[src/rtl/cache_pkg.sv]
// Shared geometry, address-field helpers and FSM state type for the
// direct-mapped cache miss-handling path (4 lines x 4 words).
package cache_pkg;

  localparam int ADDR_W         = 32;
  localparam int DATA_W         = 32;
  localparam int TAG_W          = 2;
  localparam int LINE_W         = 2;
  localparam int OFF_W          = 2;
  localparam int WORDS_PER_LINE = 1 << OFF_W;
  // Address bits above the tag field; they pass through unchanged.
  localparam int HI_W           = ADDR_W - TAG_W - LINE_W - OFF_W;

  typedef enum logic [1:0] {
    IDLE = 2'd0,
    WB   = 2'd1,
    FILL = 2'd2,
    DONE = 2'd3
  } state_t;

  function automatic logic [OFF_W-1:0] addr_off(input logic [ADDR_W-1:0] a);
    return a[OFF_W-1:0];
  endfunction

  function automatic logic [LINE_W-1:0] addr_line(input logic [ADDR_W-1:0] a);
    return a[OFF_W+LINE_W-1:OFF_W];
  endfunction

  function automatic logic [TAG_W-1:0] addr_tag(input logic [ADDR_W-1:0] a);
    return a[OFF_W+LINE_W+TAG_W-1:OFF_W+LINE_W];
  endfunction

  function automatic logic [HI_W-1:0] addr_hi(input logic [ADDR_W-1:0] a);
    return a[ADDR_W-1:ADDR_W-HI_W];
  endfunction

endpackage

[src/rtl/cache_refill_ctrl_if.sv]
// Signal bundle between the refill controller (master) and the cache array,
// victim read port and word-wide RAM port (slave).
interface cache_refill_ctrl_if;
  import cache_pkg::*;

  // Handshakes: a miss is accepted on a cycle with miss_valid & miss_ready.
  // A RAM word moves on a cycle with ram_req & ram_ack; ram_req, ram_we,
  // ram_addr and ram_wdata stay stable until that cycle, and ram_ack seen
  // while ram_req is low has no effect.
  logic              miss_valid;
  logic [ADDR_W-1:0] miss_addr;
  logic              miss_ready;
  logic              victim_dirty;
  logic [TAG_W-1:0]  victim_tag;
  logic [OFF_W-1:0]  victim_rd_offset;
  logic [DATA_W-1:0] victim_rd_data;
  logic              ram_req;
  logic              ram_we;
  logic [ADDR_W-1:0] ram_addr;
  logic [DATA_W-1:0] ram_wdata;
  logic              ram_ack;
  logic [DATA_W-1:0] ram_rdata;
  logic              fill_we;
  logic [LINE_W-1:0] fill_line;
  logic [OFF_W-1:0]  fill_offset;
  logic [DATA_W-1:0] fill_data;
  logic              crit_valid;
  logic              fill_done;
  logic [TAG_W-1:0]  fill_tag;
  logic              cpu_stall;

  modport master (
    input  miss_valid, miss_addr, victim_dirty, victim_tag, victim_rd_data,
           ram_ack, ram_rdata,
    output miss_ready, victim_rd_offset, ram_req, ram_we, ram_addr, ram_wdata,
           fill_we, fill_line, fill_offset, fill_data, crit_valid, fill_done,
           fill_tag, cpu_stall
  );

  modport slave (
    output miss_valid, miss_addr, victim_dirty, victim_tag, victim_rd_data,
           ram_ack, ram_rdata,
    input  miss_ready, victim_rd_offset, ram_req, ram_we, ram_addr, ram_wdata,
           fill_we, fill_line, fill_offset, fill_data, crit_valid, fill_done,
           fill_tag, cpu_stall
  );
endinterface

[src/rtl/cache_refill_ctrl.sv]
// Read-miss handler: optional write-back of the dirty victim line, then a
// critical-word-first refill of the missing line, stalling the CPU throughout.
module cache_refill_ctrl
  import cache_pkg::*;
(
  input  logic                clk,
  input  logic                reset,
  cache_refill_ctrl_if.master bus,
  output state_t              dbg_state
);

  state_t            state;
  logic [ADDR_W-1:0] addr_q;
  logic [TAG_W-1:0]  vtag_q;
  logic [OFF_W-1:0]  cnt;    // words transferred in the current phase
  logic [OFF_W-1:0]  off;    // word offset currently on the RAM port
  logic              req_q;
  logic              we_q;
  logic              ready_q;
  logic              stall_q;
  logic              done_q;
  logic              beat;
  logic              last;
  logic [ADDR_W-1:0] ram_addr_c;

  assign beat = req_q & bus.ram_ack;
  assign last = &cnt;

  always_ff @(posedge clk) begin
    if (reset) begin
      state   <= IDLE;
      addr_q  <= '0;
      vtag_q  <= '0;
      cnt     <= '0;
      off     <= '0;
      req_q   <= 1'b0;
      we_q    <= 1'b0;
      ready_q <= 1'b1;
      stall_q <= 1'b0;
      done_q  <= 1'b0;
    end else begin
      done_q <= 1'b0;
      case (state)
        IDLE: begin
          if (bus.miss_valid) begin
            addr_q  <= bus.miss_addr;
            vtag_q  <= bus.victim_tag;
            cnt     <= '0;
            req_q   <= 1'b1;
            ready_q <= 1'b0;
            stall_q <= 1'b1;
            if (bus.victim_dirty) begin
              state <= WB;
              we_q  <= 1'b1;
              off   <= '0;
            end else begin
              state <= FILL;
              we_q  <= 1'b0;
              off   <= addr_off(bus.miss_addr);
            end
          end
        end
        WB: begin
          if (beat) begin
            cnt <= cnt + 1'b1;
            off <= off + 1'b1;
            // The fill restarts at the requested word, not at offset 0.
            if (last) begin
              state <= FILL;
              we_q  <= 1'b0;
              off   <= addr_off(addr_q);
            end
          end
        end
        FILL: begin
          if (beat) begin
            cnt <= cnt + 1'b1;
            off <= off + 1'b1;
            if (last) begin
              state  <= DONE;
              req_q  <= 1'b0;
              done_q <= 1'b1;
            end
          end
        end
        DONE: begin
          state   <= IDLE;
          ready_q <= 1'b1;
          stall_q <= 1'b0;
        end
        default: state <= IDLE;
      endcase
    end
  end

  // Write-back targets the victim's own address: same line, victim tag.
  always_comb begin
    ram_addr_c = '0;
    case (state)
      WB:      ram_addr_c = {addr_hi(addr_q), vtag_q, addr_line(addr_q), off};
      FILL:    ram_addr_c = {addr_q[ADDR_W-1:OFF_W], off};
      default: ram_addr_c = '0;
    endcase
  end

  assign bus.miss_ready       = ready_q;
  assign bus.cpu_stall        = stall_q;
  assign bus.ram_req          = req_q;
  assign bus.ram_we           = we_q;
  assign bus.ram_addr         = ram_addr_c;
  assign bus.victim_rd_offset = (state == WB) ? off : '0;
  assign bus.ram_wdata        = (state == WB) ? bus.victim_rd_data : '0;
  assign bus.fill_we          = (state == FILL) & beat;
  assign bus.fill_line        = addr_line(addr_q);
  assign bus.fill_offset      = off;
  assign bus.fill_data        = bus.ram_rdata;
  assign bus.crit_valid       = (state == FILL) & beat & (cnt == '0);
  assign bus.fill_done        = done_q;
  assign bus.fill_tag         = addr_tag(addr_q);
  assign dbg_state            = state;

endmodule

[src/flat_wrapper.sv]
// flat-port wrapper written by rule: the top's interface ports become plain ports
module cache_refill_ctrl_flat import cache_pkg::*;
  (clk, reset, dbg_state, bus_miss_valid, bus_miss_addr, bus_victim_dirty, bus_victim_tag, bus_victim_rd_data, bus_ram_ack, bus_ram_rdata, bus_miss_ready, bus_victim_rd_offset, bus_ram_req, bus_ram_we, bus_ram_addr, bus_ram_wdata, bus_fill_we, bus_fill_line, bus_fill_offset, bus_fill_data, bus_crit_valid, bus_fill_done, bus_fill_tag, bus_cpu_stall);
  cache_refill_ctrl_if bus_i ();
  input  logic clk;
  input  logic reset;
  output state_t dbg_state;
  input wire logic [$bits(bus_i.miss_valid)-1:0] bus_miss_valid;
  input wire logic [$bits(bus_i.miss_addr)-1:0] bus_miss_addr;
  input wire logic [$bits(bus_i.victim_dirty)-1:0] bus_victim_dirty;
  input wire logic [$bits(bus_i.victim_tag)-1:0] bus_victim_tag;
  input wire logic [$bits(bus_i.victim_rd_data)-1:0] bus_victim_rd_data;
  input wire logic [$bits(bus_i.ram_ack)-1:0] bus_ram_ack;
  input wire logic [$bits(bus_i.ram_rdata)-1:0] bus_ram_rdata;
  output wire logic [$bits(bus_i.miss_ready)-1:0] bus_miss_ready;
  output wire logic [$bits(bus_i.victim_rd_offset)-1:0] bus_victim_rd_offset;
  output wire logic [$bits(bus_i.ram_req)-1:0] bus_ram_req;
  output wire logic [$bits(bus_i.ram_we)-1:0] bus_ram_we;
  output wire logic [$bits(bus_i.ram_addr)-1:0] bus_ram_addr;
  output wire logic [$bits(bus_i.ram_wdata)-1:0] bus_ram_wdata;
  output wire logic [$bits(bus_i.fill_we)-1:0] bus_fill_we;
  output wire logic [$bits(bus_i.fill_line)-1:0] bus_fill_line;
  output wire logic [$bits(bus_i.fill_offset)-1:0] bus_fill_offset;
  output wire logic [$bits(bus_i.fill_data)-1:0] bus_fill_data;
  output wire logic [$bits(bus_i.crit_valid)-1:0] bus_crit_valid;
  output wire logic [$bits(bus_i.fill_done)-1:0] bus_fill_done;
  output wire logic [$bits(bus_i.fill_tag)-1:0] bus_fill_tag;
  output wire logic [$bits(bus_i.cpu_stall)-1:0] bus_cpu_stall;
  assign bus_i.miss_valid = bus_miss_valid;
  assign bus_i.miss_addr = bus_miss_addr;
  assign bus_i.victim_dirty = bus_victim_dirty;
  assign bus_i.victim_tag = bus_victim_tag;
  assign bus_i.victim_rd_data = bus_victim_rd_data;
  assign bus_i.ram_ack = bus_ram_ack;
  assign bus_i.ram_rdata = bus_ram_rdata;
  assign bus_miss_ready = bus_i.miss_ready;
  assign bus_victim_rd_offset = bus_i.victim_rd_offset;
  assign bus_ram_req = bus_i.ram_req;
  assign bus_ram_we = bus_i.ram_we;
  assign bus_ram_addr = bus_i.ram_addr;
  assign bus_ram_wdata = bus_i.ram_wdata;
  assign bus_fill_we = bus_i.fill_we;
  assign bus_fill_line = bus_i.fill_line;
  assign bus_fill_offset = bus_i.fill_offset;
  assign bus_fill_data = bus_i.fill_data;
  assign bus_crit_valid = bus_i.crit_valid;
  assign bus_fill_done = bus_i.fill_done;
  assign bus_fill_tag = bus_i.fill_tag;
  assign bus_cpu_stall = bus_i.cpu_stall;
  cache_refill_ctrl u_core (.clk(clk), .reset(reset), .bus(bus_i), .dbg_state(dbg_state));
endmodule
[config.mk]
export PLATFORM = sky130hd
export DESIGN_NAME = cache_refill_ctrl_flat
export DESIGN_NICKNAME = d
export VERILOG_FILES = /design/src/rtl/cache_pkg.sv /design/src/rtl/cache_refill_ctrl_if.sv /design/src/rtl/cache_refill_ctrl.sv /design/src/flat_wrapper.sv
export SDC_FILE = /design/constraint.sdc
export NUM_CORES = 1
export LEC_CHECK = 0
export ABC_AREA = 1
export CORE_AREA = 2 2 83 85
export CTS_BUF_LIST = sky130_fd_sc_hd__clkbuf_8 sky130_fd_sc_hd__clkbuf_16
export CTS_CLUSTER_SIZE = 16
export DETAILED_ROUTE_END_ITERATION = 8
export DIE_AREA = 0 0 85 87
export DONT_BUFFER_PORTS = 1
export SLEW_MARGIN = 20
export SYNTH_ARGS = -nofsm -noshare
export SYNTH_HDL_FRONTEND = slang
export SYNTH_SLANG_ARGS = --single-unit
[constraint.sdc]
create_clock -name clk -period 1.7 [get_ports clk]
set_input_delay 0.34 -clock clk [delete_from_list [all_inputs] [get_ports clk]]
set_output_delay 0.34 -clock clk [all_outputs]
set_load 0.005 [all_outputs]
==> results.json <==
{
  "die_y_um": 87,
  "relSlewSlack_pct": 75.7,
  "tightest_slew_ns": 0.364,
  "die_area_um2": 7400,
  "cts_buffer_depth": 2,
  "dp_slack_ns": 0.0334,
  "yosys_warnings": 0,
  "grt_pass1_wl_mm": 12.1,
  "clkTransAtPathRegs_ns": 0.09,
  "power_density_nw_per_um2": 1730,
  "worstPathRequired_ns": 1.36,
  "syn_area_um2": 2780,
  "cap_viol_max_count": 0,
  "p_comb_share_pct": 58.1,
  "die_w_um": 85,
  "final_util_pct": 52.2,
  "place_congestion": 0.823,
  "antenna_found_initial": 0,
  "syn_area_per_cell_um2": 6.23,
  "yosys.area.top_type_share_pct": 32.4,
  "port_buffers": 0,
  "grt_overflow": 0,
  "power_switching_mw": 2.59,
  "rsz0062_at_grt": "yes",
  "synth_fp_nets": 559,
  "ant_nets": 0,
  "finalHoldViolCount": 0,
  "r2r_cells": 9,
  "crit_path_start_kind": "flip-flop",
  "switching_share_pct": 43.8,
  "cp_max_fo": 14,
  "cts_tree": "yes",
  "hold_path_depth": 1,
  "fmax_mhz": 550,
  "htreeDepth": 2,
  "seq_area_frac_synth_pct": 32.4,
  "drtIter0Drc": 83,
  "slew_viol_final": 0,
  "track_usage_pct": 20.9,
  "fin_crit_ns": 1.82,
  "synth_area_leaders": "dfxtp_1, nor2_1, nand2_1",
  "clkPwrFrac_pct": 14.7,
  "dp_hpwl_mm": 6.15,
  "nNetsFinal": 542,
  "grt_max_degree": 36,
  "hold_class": "in -> reg",
  "fin_ws_ns": -0.118,
  "crit_type": "reg -> out",
  "initial_utilization_pct": 42.3,
  "dp_cells": 488,
  "syn2layout_area_growth_pct": 23.4,
  "vias": 2594,
  "ios": 216,
  "synth-seq-cells": 45,
  "crit_arrival_ns": 1.48,
  "grt_pass1_vias": 2297,
  "finalCritPeriodShare_pct": 107,
  "pwr-share-seq_pct": 27.3,
  "drive_gt1_share_pct": 32.6,
  "first_pass_iters": 4,
  "intPower_mw": 3.33,
  "fin_total_pwr_mw": 5.92,
  "p_leak_nw": 1.72,
  "violations": "negative setup slack",
  "clock_skew_ns": 0.00522,
  "syn_inst": 446,
  "stdcell_count": 510,
  "peakVddDrop_v": 0.000802,
  "clock_latency_ns": 0.30,
  "wl_mm": 9.01,
  "vias_per_cell": 5.09,
  "ys_types": 23,
  "core_um2": 6570,
  "synth_top_cell_by_area": "dfxtp_1",
  "setup_viol": 46,
  "cp-end-kind": "output port",
  "status": "finished, violations left",
  "detail_route.wl_per_cell_um": 17.7,
  "cts_root_buffer": "clkbuf_8",
  "cts_buffers": 5,
  "hold_buffers": 0,
  "std_cell_rows": 30,
  "num_antenna_cells": 0,
  "drcViolationCount": 0,
  "cts.sinks": 45
}
[cells in the mapped netlist]
| library cell | instances |
|---|---|
| nor2_1 | 108 |
| nand2_4 | 1 |
| dfxtp_1 | 45 |
| nand3_2 | 1 |
| nand2_1 | 101 |
| a21oi_1 | 12 |
| clkbuf_1 | 5 |
| buf_2 | 7 |
| o21ai_0 | 38 |
| inv_2 | 2 |
| nor3_1 | 3 |
| o211ai_1 | 1 |
| inv_4 | 1 |
| o21ai_1 | 4 |
| buf_4 | 37 |
| nand3_1 | 5 |
| ha_1 | 10 |
| nor2_4 | 1 |
| o21ai_2 | 1 |
| inv_1 | 56 |
| buf_6 | 3 |
| clkbuf_2 | 3 |
| clkinv_1 | 1 |
[state kept, by name (all words and copies together), names as in the netlist]
register,cells
u_core.bus.cpu_stall,1
u_core.bus.fill_offset,2
u_core.bus.fill_done,1
u_core.addr_q,32
u_core.vtag_q,2
u_core.bus.miss_ready,1
u_core.dbg_state,2
u_core.cnt,2
u_core.bus.ram_we,1
u_core.bus.ram_req,1
[what timing repair did]
item	in CTS	in global routing
setup endpoints to repair	67	61
pin swaps	14	41
gates cloned	2	6
resized for setup	40	108
buffers inserted	4	3
[cell usage in the layout, fill, tap and decap left out]
cell        Yosys  routed
a21oi_1        12      10
a21oi_4         0       2
buf_12          0       7
buf_16          0       1
buf_4          37      14
buf_6           3       4
buf_8           0       1
bufinv_16       0       1
clkbuf_16       0       4
clkbuf_8        0       6
clkinv_1        1       1
clkinvlp_4      0       1
dfxtp_1        45      43
dfxtp_2         0       1
dfxtp_4         0       1
ha_1           10       6
ha_4            0       4
inv_1          56      25
inv_2           2      28
inv_4           1       5
inv_6           0       1
nand2_1       101      70
nand2_2         0       5
nand2_4         1      27
nand3_1         5       5
nand3_2         1       1
nor2_1        108      85
nor2_2          0      20
nor2_4          1       4
nor3_1          3       2
nor3_2          0       1
o211ai_1        1       1
o21ai_0        38      38
o21ai_1         4       4
o21ai_2         1       1
[cell type report]
type | count | area, um2
fill | 659 | 3140
sequential | 45 | 906
timing repair buffer | 31 | 433
inverter | 60 | 243
clock inverter | 2 | 37.5
tap | 80 | 100
clock buffer | 6 | 82.6
multi-input combinational | 286 | 1630
[routing by layer]
layer	wire length (um)	GRT usage, %
met1	3270	23.9
met2	4470	34.4
met3	1110	11.1
met4	152	5.34
met5	0	0
[metrics by stage]
| step | TNS [ns] | hold slack (ns) | instance area (um2) |
|---|---|---|---|
| 2_1_floorplan | 0 | 0.409 | 2780 |
| 3_3_place_gp | 0 | 0.413 | 2640 |
| 6_report | -3.47 | 0.101 | 3430 |
| 4_1_cts | -2.73 | 0.0930 | 3010 |
| 5_1_grt | -6.62 | 0.0870 | 3430 |
| 3_5_place_dp | 0 | 0.417 | 2640 |
[worst paths after layout]
check | from | slack (ns) | end
worst max-delay path | u_core.dbg_state[0] | -0.12 | bus_ram_addr[16]
worst min-delay path | reset | 0.10 | u_core.bus.cpu_stall
worst max register to register | u_core.dbg_state[0] | 0.16 | u_core.bus.fill_offset[1]
worst min register to register | u_core.addr_q[0] | 0.47 | u_core.addr_q[0]
[power groups by stage]
| stage | Combinational, mW | Sequential (mW) | Clock, mW |
|---|---|---|---|
| 2_1_floorplan | 1.73 | 1.56 | 0 |
| 3_3_place_gp | 2.17 | 1.60 | 0 |
| 3_5_place_dp | 2.21 | 1.60 | 0 |
| 4_1_cts | 2.83 | 1.59 | 0.889 |
| 5_1_grt | 3.77 | 1.65 | 0.936 |
| 6_report | 3.44 | 1.61 | 0.867 |
[worst max-delay path: stages (launching register included)]
cell and delay (ns):
dfxtp_4 0.37, buf_6 0.12, ha_4 0.18, nor2_4 0.24, buf_12 0.20, nor2_1 0.07
[kinds of logic after synthesis]
kind of cell / Yosys count / share of synthesized area [%]
buf+inv: 115 / 21.9
fa+ha+maj: 10 / 4.50
flops: 45 / 32.4
simple gates: 220 / 30.9
compound gates: 56 / 10.3
(Power assumes the default switching activity.)
